--- config.mk ---
export PLATFORM = sky130hd
export DESIGN_NAME = hpu_dm_trig_prog
export DESIGN_NICKNAME = d
export VERILOG_FILES = /design/src/rtl/hpu_dm_trig_prog.sv
export SDC_FILE = /design/constraint.sdc
export NUM_CORES = 1
export LEC_CHECK = 0
export ABC_AREA = 0
export BUFFER_PORTS_ARGS = -buffer_cell sky130_fd_sc_hd__buf_2
export CORE_ASPECT_RATIO = 1.25
export CORE_UTILIZATION = 46
export DETAILED_ROUTE_END_ITERATION = 7
export PLACE_DENSITY = 0.87
export RECOVER_POWER = 100
export SETUP_SLACK_MARGIN = 0.05
export SLEW_MARGIN = 5
export SYNTH_ARGS = -nofsm -noshare
export SYNTH_HDL_FRONTEND = slang
export SYNTH_SLANG_ARGS = --single-unit
export TNS_END_PERCENT = 10
--- constraint.sdc ---
create_clock -name clk_i -period 4.75 [get_ports clk_i]
set_input_delay 0.475 -clock clk_i [delete_from_list [all_inputs] [get_ports clk_i]]
set_output_delay 0.475 -clock clk_i [all_outputs]
set_load 0.03 [all_outputs]
--- src/rtl/hpu_dm_trig_prog.sv ---
// Debug-mode trigger programming sequencer. It writes tselect/tdata1-3 over the CSR bus,
// reads tdata1/tdata2 back, and flags a tdata2 read-back mismatch or a debug-mode abort.

localparam int unsigned HPU_XLEN   = 32;
localparam int unsigned CSR_ADDR_W = 12;

localparam logic [CSR_ADDR_W-1:0] CSR_ADDR_DBG_TSELECT = 12'h7A0;
localparam logic [CSR_ADDR_W-1:0] CSR_ADDR_DBG_TDATA1  = 12'h7A1;
localparam logic [CSR_ADDR_W-1:0] CSR_ADDR_DBG_TDATA2  = 12'h7A2;
localparam logic [CSR_ADDR_W-1:0] CSR_ADDR_DBG_TDATA3  = 12'h7A3;

typedef logic [HPU_XLEN-1:0] data_t;

typedef struct packed {
    logic                  wr_en;
    logic [CSR_ADDR_W-1:0] waddr;
    data_t                 wdata;
    logic                  rd_en;
    logic [CSR_ADDR_W-1:0] raddr;
} csr_bus_req_t;

typedef struct packed {
    data_t rdata;
} csr_bus_rsp_t;

module hpu_dm_trig_prog #(
    parameter int unsigned RD_LAT       = 1,
    parameter int unsigned TRIG_NUM_BIT = 2
) (
    input  logic                    clk_i,
    input  logic                    rst_i,
    input  logic                    ctrl__hpu_dmode_i,
    input  logic                    cmd_vld_i,
    output logic                    cmd_rdy_o,
    input  logic                    cmd_wr_i,
    input  logic [TRIG_NUM_BIT-1:0] cmd_idx_i,
    input  data_t                   cmd_tdata1_i,
    input  data_t                   cmd_tdata2_i,
    input  data_t                   cmd_tdata3_i,
    output logic                    rsp_vld_o,
    input  logic                    rsp_rdy_i,
    output data_t                   rsp_tdata1_o,
    output data_t                   rsp_tdata2_o,
    output logic                    rsp_err_o,
    output csr_bus_req_t            csr_trig__bus_req_o,
    input  csr_bus_rsp_t            trig_csr__bus_rsp_i
);

    // The capture points below assume rdata lands exactly one cycle after rd_en.
    if (RD_LAT != 1) begin : g_rd_lat_chk
        $error("hpu_dm_trig_prog: only RD_LAT == 1 is supported");
    end

    typedef enum logic [3:0] {
        IDLE,
        WR_TSEL,
        WR_TD1,
        WR_TD2,
        WR_TD3,
        RD_TD1,
        RD_TD2,
        RD_WAIT,
        RSP
    } state_t;

    state_t                  state_q;
    state_t                  state_d;
    logic                    accept_c;
    logic                    abort_c;
    logic                    busy_c;

    logic                    wr_q;
    logic [TRIG_NUM_BIT-1:0] idx_q;
    data_t                   td1_q;
    data_t                   td2_q;
    data_t                   td3_q;

    data_t                   rsp_td1_q;
    data_t                   rsp_td2_q;
    logic                    rsp_err_q;

    // State register
    always_ff @(posedge clk_i or posedge rst_i) begin
        if (rst_i) begin
            state_q <= IDLE;
        end else begin
            state_q <= state_d;
        end
    end

    // Next state and bus request decode; a dropped debug mode suppresses this cycle's access
    always_comb begin
        state_d             = state_q;
        csr_trig__bus_req_o = '0;
        accept_c            = 1'b0;
        abort_c             = 1'b0;
        busy_c              = (state_q != IDLE) && (state_q != RSP);

        case (state_q)
            IDLE: begin
                if (cmd_vld_i) begin
                    accept_c = 1'b1;
                    state_d  = ctrl__hpu_dmode_i ? WR_TSEL : RSP;
                end
            end
            WR_TSEL: begin
                csr_trig__bus_req_o.wr_en = 1'b1;
                csr_trig__bus_req_o.waddr = CSR_ADDR_DBG_TSELECT;
                csr_trig__bus_req_o.wdata = HPU_XLEN'(idx_q);
                state_d                   = wr_q ? WR_TD1 : RD_TD1;
            end
            WR_TD1: begin
                csr_trig__bus_req_o.wr_en = 1'b1;
                csr_trig__bus_req_o.waddr = CSR_ADDR_DBG_TDATA1;
                csr_trig__bus_req_o.wdata = td1_q;
                state_d                   = WR_TD2;
            end
            WR_TD2: begin
                csr_trig__bus_req_o.wr_en = 1'b1;
                csr_trig__bus_req_o.waddr = CSR_ADDR_DBG_TDATA2;
                csr_trig__bus_req_o.wdata = td2_q;
                state_d                   = WR_TD3;
            end
            WR_TD3: begin
                csr_trig__bus_req_o.wr_en = 1'b1;
                csr_trig__bus_req_o.waddr = CSR_ADDR_DBG_TDATA3;
                csr_trig__bus_req_o.wdata = td3_q;
                state_d                   = RD_TD1;
            end
            RD_TD1: begin
                csr_trig__bus_req_o.rd_en = 1'b1;
                csr_trig__bus_req_o.raddr = CSR_ADDR_DBG_TDATA1;
                state_d                   = RD_TD2;
            end
            RD_TD2: begin
                csr_trig__bus_req_o.rd_en = 1'b1;
                csr_trig__bus_req_o.raddr = CSR_ADDR_DBG_TDATA2;
                state_d                   = RD_WAIT;
            end
            RD_WAIT: begin
                state_d = RSP;
            end
            RSP: begin
                if (rsp_rdy_i) begin
                    state_d = IDLE;
                end
            end
            default: begin
                state_d = IDLE;
            end
        endcase

        if (busy_c && !ctrl__hpu_dmode_i) begin
            abort_c             = 1'b1;
            csr_trig__bus_req_o = '0;
            state_d             = RSP;
        end
    end

    // Command latch
    always_ff @(posedge clk_i or posedge rst_i) begin
        if (rst_i) begin
            wr_q  <= 1'b0;
            idx_q <= '0;
            td1_q <= '0;
            td2_q <= '0;
            td3_q <= '0;
        end else if (accept_c) begin
            wr_q  <= cmd_wr_i;
            idx_q <= cmd_idx_i;
            td1_q <= cmd_tdata1_i;
            td2_q <= cmd_tdata2_i;
            td3_q <= cmd_tdata3_i;
        end
    end

    // Read-back capture; tdata1 is not compared since its hit bits are set by hardware
    always_ff @(posedge clk_i or posedge rst_i) begin
        if (rst_i) begin
            rsp_td1_q <= '0;
            rsp_td2_q <= '0;
            rsp_err_q <= 1'b0;
        end else if (accept_c) begin
            rsp_err_q <= !ctrl__hpu_dmode_i;
        end else if (abort_c) begin
            rsp_err_q <= 1'b1;
        end else if (state_q == RD_TD2) begin
            rsp_td1_q <= trig_csr__bus_rsp_i.rdata;
        end else if (state_q == RD_WAIT) begin
            rsp_td2_q <= trig_csr__bus_rsp_i.rdata;
            rsp_err_q <= wr_q && (trig_csr__bus_rsp_i.rdata != td2_q);
        end
    end

    assign cmd_rdy_o    = (state_q == IDLE);
    assign rsp_vld_o    = (state_q == RSP);
    assign rsp_tdata1_o = rsp_td1_q;
    assign rsp_tdata2_o = rsp_td2_q;
    assign rsp_err_o    = rsp_err_q;

endmodule

# Word-level counts from Yosys, hierarchy flattened
# Cells that the tools add are included.
# word_totals
reg_bits	168
in_bits	136
out_inout_bits	125
elab_cells	52
# op_classes
n_eq_ne	13
mux	16
bitwise_logic	3
n_reduce_logical	11
# op_table
cell	count
$pmux 45 s4	1
$mux 58	1
$pmux 4 s9	1
$ne 32x32->1	1
$pmux 13 s2	1
$eq 4x3->1 const B	4
$mux 4	4
$eq 4x2->1 const B	2
$mux 1	7
$eq 4x1->1 const B	1
$eq 4x4->1 const B	1
$logic_not 4->1	1
$ne 4x4->1 const B	1
$reduce_and 2->1	2
$reduce_and 4->1	1
$reduce_bool 4->1	1
$logic_and 1x1->1	3
$mux 3	1
$ne 3x1->1 const B	1
$ne 3x2->1 const B	1
$ne 3x3->1 const B	1
$not 1->1	3
$reduce_and 3->1	1
$reduce_bool 3->1	1
$logic_not 1->1	1

# Depth between registers and ports, before layout
# Gate-level depths: netlist of the first run.
# logic_depth
word_depth	6
ltp_mapped	8
mapped_depth_nobuf	5

# Least setup slack after synthesis of the first run
# OpenSTA, ideal clock, no wires.
# synth_timing
path_kind	register to output
from	register state_q[0]
to	output csr_trig__bus_req_o[46] (netlist name)
t_arrival_ns	1.741
t_required_ns	4.275
slack_ns	2.534
stages_incl_launch_ff	5
path_buffers	2
cell_sequence	dfrtp_1 -> buf_2 -> clkbuf_1 -> mux2_2 -> nor3_1
# synth_lines
element	line	rtl
start: declaration	66	state_t state_q;
start signal: assignment	87	state_q <= state_d;
end: declaration	45	output csr_bus_req_t csr_trig__bus_req_o,

==> results by group, run 1 <==
Routing
  – Routed wire length: 19,900 um
  – Routed vias: 5,421
  – Post-route ant nets: 0
  – DR pass1 iterations: 7
  – Vias/cell: 5.34
  – Wire length per cell: 19.6 um
  – Drt first-iter violations: 401
  – DRC Markers: 0

Setup path
  – Crit path DAT: 3.44 ns
  – Crit-path slowest cell: clkbuf_1
  – Critical Path Sink: csr_trig__bus_req_o[57]
  – Crit path kind: reg -> out
  – Startpoint types: flip-flop
  – Crit-path cells: nor3_1 -> nand3b_1 -> clkbuf_1 -> inv_1 -> clkbuf_1
  – R2R depth: 4
  – CP Max Fanout: 17
  – Internal reg-to-reg setup slack: 1.07 ns
  – Critical Path RT: 4.28 ns
  – Crit path largest cell delay: 0.79 ns
  – Crit end category: output pin
  – Reg2reg start: state_q[0]$_DFFE_PP0P_
  – CP startpoint: state_q[0]$_DFFE_PP0P_
  – FF-to-FF End: rsp_tdata1_o[18]$_DFFE_PP0P_
  – Crit-path most repeated cell: clkbuf_1

Die
  – Die footprint: 0.0177 mm2
  – Die width: 119 um
  – IO Count: 261
  – Core area: 0.0168 mm2
  – Die boundary height: 148 um
  – Initial Util: 47.0%
  – FP Rows: 53

Synth
  – Ys flop type: dfrtp_1
  – Commonest cells in the netlist: dfrtp_1, mux2_4, mux2_2
  – Post-synth cell types: 32
  – Yosys reg bits: 168
  – Post-synth EDFFs: 0
  – Post-synthesis sequential area ratio: 53.3%
  – Ys async rst share: 100%
  – Synthesized instance count: 550
  – Post-Syn Area: 0.00789 mm2
  – Yosys warnings: 0
  – Top cell type's share of synthesized area: 53.3%
  – Most common cell in the netlist: dfrtp_1
  – Yosys top cell by area: dfrtp_1
  – Most area-consuming cells after synthesis: dfrtp_1, mux2_4, mux2_2
  – Avg Inst Size Synth: 14.3 um2

STA
  – Worst hold slack: 0.255 ns
  – Fmax: 255 MHz
  – Slew Limit Headroom: -13.2%
  – Max-slew violations: 83
  – Setup WS post-layout: 0.834 ns
  – Crit path time final: 3.92 ns
  – Clock skew: 0.00994 ns
  – RSZ-0062 raised after global routing: no
  – Fin crit share: 82.5%
  – Hold Vio Cnt, Final: 0
  – Final setup vio count: 0
  – Slew @ Worst Pin: 1.69 ns
  – Setup TNS after final layout: 0 ns

Final layout
  – Share of layout cells above drive strength 1: 32.0%
  – Nets: 919
  – Fillers: 1,519
  – Synth-to-layout area growth: 17.2%

Placed design
  – Routability cong.: 0.836
  – IO Port Bufs: 250
  – Place WS: 1.87 ns
  – Detailed Place HPWL: 14,300 um

Clock network
  – Clk pin slew, worst setup/hold paths: 0.06 ns
  – Hold Buf Count CTS: 0
  – CTS max path bufs: 2
  – TritonCTS Buffers: 17
  – Clock Latency Late Sink: 0.42 ns
  – Post-CTS resize count: 0
  – Cell chosen for the clock root: clkbuf_16
  – Clock sinks: 168
  – Htree depth: 4
  – Post-CTS setup buffers: 0
  – CTS tree: built

Power and ir drop
  – Maximum VDD drop: 0.280 mV
  – Switching share of power: 34.3%
  – P_sw: 1740 uW
  – Leakage power: 0.00420 uW
  – Cell Pwr Density: 549 mW/mm2
  – Reg power frac: 45.2%
  – Clock share of power: 26.8%
  – Internal power: 3340 uW
  – Combinational power share: 28.0%

GRT
  – Initial antenna violation count: 1
  – First-pass GRT wire length: 30,700 um
  – Tot GR Track Use: 22.9%
  – Overflow after GRT: 0
  – Pin count of the biggest net entering global routing: 169
  – Vias in the first global route: 5,676

Status
  – Failing checks: capacitance limit, slew limit
  – Status: complete, but fails checks

Min path
  – HP Class: in -> async

Run
  – MaxCap Viol Count: 3
[per-stage QoR]
stage / utilization, % / cell area (um2) / std cells / total power (uW)
after floorplan: - / 7920 / 559 / 3830
after CTS: 58.1 / 9750 / 1014 / 5620
after detailed placement: 54.6 / 9170 / 984 / 4240
after global routing: 55.1 / 9240 / 1015 / 5330
after global placement: 54.6 / 9170 / 984 / 4170
final: 55.1 / 9240 / 1015 / 5080
[sequential cells by signal, summed over array words and instances (netlist names)]
name and cells:
rsp_tdata1_o 32, rsp_tdata2_o 32, td1_q 32, td2_q 32
td3_q 32, state_q 4, idx_q 2, rsp_err_o 1
wr_q 1
[cells by family (layout without fill, tap and decap cells)]
kind of cell | Yosys count | after routing | share of synthesized area, %
flops | 168 | 168 | 53.3
mux | 164 | 164 | 27.6
simple gates | 76 | 76 | 4.86
buf+inv | 60 | 295 | 5.25
compound gates | 49 | 49 | 5.36
xor+xnor | 32 | 32 | 3.55
other cells | 1 | 11 | 0.0476
[metal layers]
| metal | wire length, um | global-route usage [%] | vias up | part of all wire (%) |
|---|---|---|---|---|
| met5 | 0 | 0 | - | 0 |
| met4 | 580 | 9.37 | 0 | 2.9 |
| met1 | 7880 | 27.1 | 2736 | 40 |
| li1 | - | - | 2442 | - |
| met3 | 885 | 3.76 | 39 | 4.5 |
| met2 | 10500 | 41.0 | 204 | 53 |
[worst min path at each step]
stage | startpoint | endpoint | slack (ns)
final | rst_i | td1_q[6]$_DFFE_PP0P_ | 0.26
after global routing | cmd_tdata1_i[7] | td1_q[7]$_DFFE_PP0P_ | 0.25
after CTS | cmd_tdata3_i[26] | td3_q[26]$_DFFE_PP0P_ | 0.27
after detailed placement | rsp_tdata2_o[1]$_DFFE_PP0P_ | rsp_tdata2_o[1]$_DFFE_PP0P_ | 0.48
after global placement | rsp_tdata1_o[28]$_DFFE_PP0P_ | rsp_tdata1_o[28]$_DFFE_PP0P_ | 0.46
after floorplan | idx_q[0]$_DFFE_PP0P_ | idx_q[0]$_DFFE_PP0P_ | 0.48
[layout by cell type, fill, tap and decap left out, types with 3 or more instances in the layout]
| cell | instances |
|---|---|
| a21oi_1 | 6 |
| a221oi_1 | 4 |
| a222oi_1 | 30 |
| buf_2 | 140 |
| buf_4 | 4 |
| clkbuf_1 | 113 |
| clkbuf_16 | 17 |
| clkbuf_8 | 5 |
| clkinvlp_4 | 3 |
| conb_1 | 10 |
| dfrtp_1 | 168 |
| inv_1 | 5 |
| mux2_1 | 91 |
| mux2_2 | 71 |
| nand2_1 | 4 |
| nand2b_1 | 7 |
| nor2_1 | 37 |
| nor2b_1 | 3 |
| nor3_1 | 5 |
| nor4_1 | 9 |
| o21ai_0 | 4 |
| xor2_1 | 32 |
[critical path, delay by kind of cell, from the launching register on]
family                 cells  cell delay, ns
buffers and inverters      3            1.31
DFF                        1            0.56
and+or+nand+nor            2            1.15
[power by group through the flow]
| stage | Combinational [uW] | Clock [uW] | Sequential (uW) |
|---|---|---|---|
| after floorplan | 1610 | 0 | 2220 |
| after global placement | 1870 | 0 | 2300 |
| after detailed placement | 1920 | 0 | 2320 |
| after CTS | 1930 | 1380 | 2310 |
| after global routing | 1540 | 1430 | 2360 |
| final | 1420 | 1360 | 2300 |
[layout make-up]
cell class                 instances  area (um2)  share of cell area [%]
clock inverter                     8        87.6                   0.948
multi-input combinational        331        2980                    32.2
inverter                           6        23.8                   0.257
timing repair buffer             259        1180                    12.8
sequential                       168        4200                    45.5
clock buffer                      22         494                    5.35
tap                              220         275                    2.98
antenna                            1        2.50                  0.0271
Power figures use the tool's default switching activity.
==> run 2: changes to the inputs <==
ABC_AREA = 1   (was 0)
CORE_UTILIZATION = 51   (was 46)
PLACE_DENSITY = 0.9   (was 0.87)
clock period = 4.05 ns   (was 4.75 ns; I/O delays follow)
==> run 2 against run 1 <==
  * The run still ends with capacitance limit, slew limit left
  * First-iteration DRC count up 33%
  * Largest cell class unchanged
  * Power is 40% higher
  * Via count up 30%
  * Global-route usage is 3.8 points higher
  * Sequential share of layout area decreased by 1.3 points
  * Clock skew down 0.0035 ns
  * Final cell count grew 38%
==> results by group, run 2 <==
Setup path
  – Crit-path most repeated cell: nand2_1
  – Startpoint types: flip-flop
  – Crit path DAT: 3.02 ns (-0.42 ns)
  – Critical Path RT: 3.64 ns (-0.64 ns)
  – Buf/Inv on CP: 3 (unchanged)
  – Crit-path slowest cell: inv_1
  – Crit path kind: reg -> out
  – Family with the most delay on the worst path: buffers and inverters
  – Crit path largest cell delay: 0.80 ns (about the same)
  – Crit end category: output pin
  – Crit-path cells: nor2_1 -> nand2_1 -> inv_1 -> nand2_1 -> o221ai_1 -> nand2_1 -> inv_1 -> clkbuf_1
  – CP Max Fanout: 30 (+13)

Synth
  – Most area-consuming cells after synthesis: dfrtp_1, nand2_1, inv_1
  – Avg Inst Size Synth: 8.33 um2 (-42%)
  – Post-synth EDFFs: 0 (unchanged)
  – Post-synthesis sequential area ratio: 52.4% (-0.89 points)
  – Yosys top cell by area: dfrtp_1
  – Synthesized instance count: 963 (+75%)
  – Commonest cells in the netlist: nand2_1, dfrtp_1, inv_1
  – Yosys reg bits: 168 (unchanged)
  – Most common cell in the netlist: nand2_1
  – Ys async rst share: 100% (unchanged)
  – Yosys warnings: 0 (unchanged)
  – Top cell type's share of synthesized area: 52.4% (-0.89 points)
  – Post-synth cell types: 33 (+3.1%)
  – Post-Syn Area: 0.00802 mm2 (+1.7%)
  – Ys flop type: dfrtp_1

STA
  – Slew @ Worst Pin: 2.24 ns (+0.551 ns)
  – Fmax: 292 MHz
  – Slew Limit Headroom: -49.6% (-36 points)
  – Clock skew: 0.00645 ns (-0.00349 ns)
  – Setup TNS after final layout: 0 ns (unchanged)
  – Hold Vio Cnt, Final: 0 (unchanged)
  – Fin crit share: 84.4%
  – Worst hold slack: 0.178 ns (-0.0767 ns)
  – Crit path time final: 3.42 ns
  – Max-slew violations: 169 (+100%)
  – Final setup vio count: 0 (unchanged)
  – RSZ-0062 raised after global routing: no

Clock network
  – Htree depth: 4 (unchanged)
  – Clock Latency Late Sink: 0.42 ns (about the same)
  – Clock sinks: 168 (unchanged)
  – Post-CTS resize count: 0 (unchanged)
  – Post-CTS setup buffers: 0 (unchanged)
  – Hold Buf Count CTS: 0 (unchanged)
  – Cell chosen for the clock root: clkbuf_16
  – CTS tree: built
  – CTS max path bufs: 2 (unchanged)
  – Clk pin slew, worst setup/hold paths: 0.06 ns (about the same)
  – TritonCTS Buffers: 17 (unchanged)

Min path
  – HP Class: in -> reg

Power and ir drop
  – Maximum VDD drop: 0.682 mV (+140%)
  – Leakage power: 0.00505 uW (+20%)
  – Cell Pwr Density: 746 mW/mm2 (+36%)

Final layout
  – Most frequent cells in the layout: nand2_1, dfrtp_1, inv_1
  – Share of layout cells above drive strength 1: 15.4% (-17 points)
  – Synth-to-layout area growth: 18.6%
  – Nets: 1,315 (+43%)
  – Commonest non-fill, non-tap cell in the layout: nand2_1

GRT
  – Met3 Use GR: 4.77% (+1.0 points)
  – Tot GR Track Use: 26.7% (+3.8 points)
  – Top Usage Layer GRT: met2
  – First-pass GRT wire length: 33,100 um (+7.5%)
  – Vias in the first global route: 6,771 (+19%)
  – GR Layer Usage met2: 43.4% (+2.4 points)
  – Initial antenna violation count: 2 (+1)
  – Pin count of the biggest net entering global routing: 169 (unchanged)
  – M1 GR Usage: 33.7% (+6.6 points)
  – Overflow after GRT: 0 (unchanged)

Die
  – Core area: 0.0151 mm2 (-9.8%)
  – Die width: 114 um (-4.2%)
  – Initial Util: 53.0% (+6.0 points)
  – FP Rows: 50 (-5.7%)
  – IO Count: 261 (unchanged)
  – Die boundary height: 142 um (-4.2%)
  – Die footprint: 0.0162 mm2 (-8.2%)

Routing
  – Post-route ant nets: 0 (unchanged)
  – Vias/cell: 5.04 (-5.7%)
  – Wire length per cell: 14.9 um (-24%)
  – Routed wire length: 20,900 um (+5.1%)
  – DR pass1 iterations: 5 (-2)
  – DRC Markers: 0 (unchanged)
  – Routed vias: 7,052 (+30%)
  – Drt first-iter violations: 535 (+33%)

Placed design
  – Detailed Place HPWL: 15,000 um (+5.2%)
  – IO Port Bufs: 250 (unchanged)
  – Routability cong.: 0.951 (+14%)

Run
  – MaxCap Viol Count: 2 (-1)

Status
  – Failing checks: capacitance limit, slew limit
  – Status: complete, but fails checks
run 2: changes by cell type in the layout (fill, tap and decap cells not counted), moves of 21 or more:
cell	before	now
nand2_1	4	325
inv_1	5	140
o21ai_0	4	94
mux2_1	91	2
mux2_2	71	2
xor2_1	32	0
a222oi_1	30	0
a21oi_1	6	33
o221ai_1	0	25
xnor2_1	0	21
run 2: cell type report:
class | instances | area, um2
sequential | 168 | 4200
fill | 1406 | 5630
clock inverter | 8 | 123
clock buffer | 22 | 464
antenna | 2 | 5.00
timing repair buffer | 253 | 1140
inverter | 144 | 544
multi-input combinational | 595 | 2770
tap | 208 | 260
run 2: metrics by stage:
stage | total power (uW) | worst slack [ns] | util, % | std cells | cell area, um2
2_1_floorplan | 4850 | 1.50 | - | 972 | 8060
3_3_place_gp | 5490 | 1.48 | 60.8 | 1368 | 9200
3_5_place_dp | 5600 | 1.40 | 60.8 | 1368 | 9200
4_1_cts | 7250 | 0.931 | 64.7 | 1398 | 9790
5_1_grt | 7580 | 0.359 | 62.8 | 1400 | 9510
6_report | 7090 | 0.630 | 62.8 | 1400 | 9510
run 2: power breakdown:
| group | internal [uW] | switching (uW) |
|---|---|---|
| Sequential | 2340 | 358 |
| Combinational | 757 | 2010 |
| Clock | 995 | 631 |
| Total | 4090 | 3000 |
run 2: final timing paths:
kind | startpoint | to | slack, ns | depth (start not counted)
setup / recovery | state_q[1]$_DFFE_PP0P_ | csr_trig__bus_req_o[28] | 0.63 | 8
hold / removal | cmd_tdata3_i[30] | td3_q[30]$_DFFE_PP0P_ | 0.18 | 3
setup reg to reg | state_q[1]$_DFFE_PP0P_ | rsp_tdata2_o[30]$_DFFE_PP0P_ | 0.92 | 7
hold reg to reg | td3_q[24]$_DFFE_PP0P_ | td3_q[24]$_DFFE_PP0P_ | 0.48 | 2
max in group asynchronous | rst_i | td1_q[23]$_DFFE_PP0P_ | 1.86 | 3
min in group asynchronous | rst_i | td2_q[21]$_DFFE_PP0P_ | 0.80 | 3
run 2: worst register-to-register path: cells and delay by family (launching register included):
| kind | cells | cell delay [ns] |
|---|---|---|
| buffers and inverters | 2 | 1.05 |
| DFF | 1 | 0.44 |
| AOI/OAI and AO/OA | 1 | 0.26 |
| and+or+nand+nor | 3 | 0.83 |
| muxes | 1 | 0.44 |
run 2: cell families after synthesis:
logic type      count (synthesis)  share of synthesized area, %
buf+inv                       209                          12.0
compound gates                167                          13.7
flops                         168                          52.4
xor+xnor                       21                          2.29
simple gates                  393                          19.0
mux                             4                         0.562
other cells                     1                        0.0468
run 2: layer usage:
metal,share of wire [%],vias up
met2,49,326
met5,0,-
li1,-,3382
met4,3.8,0
met3,5.5,62
met1,42,3282
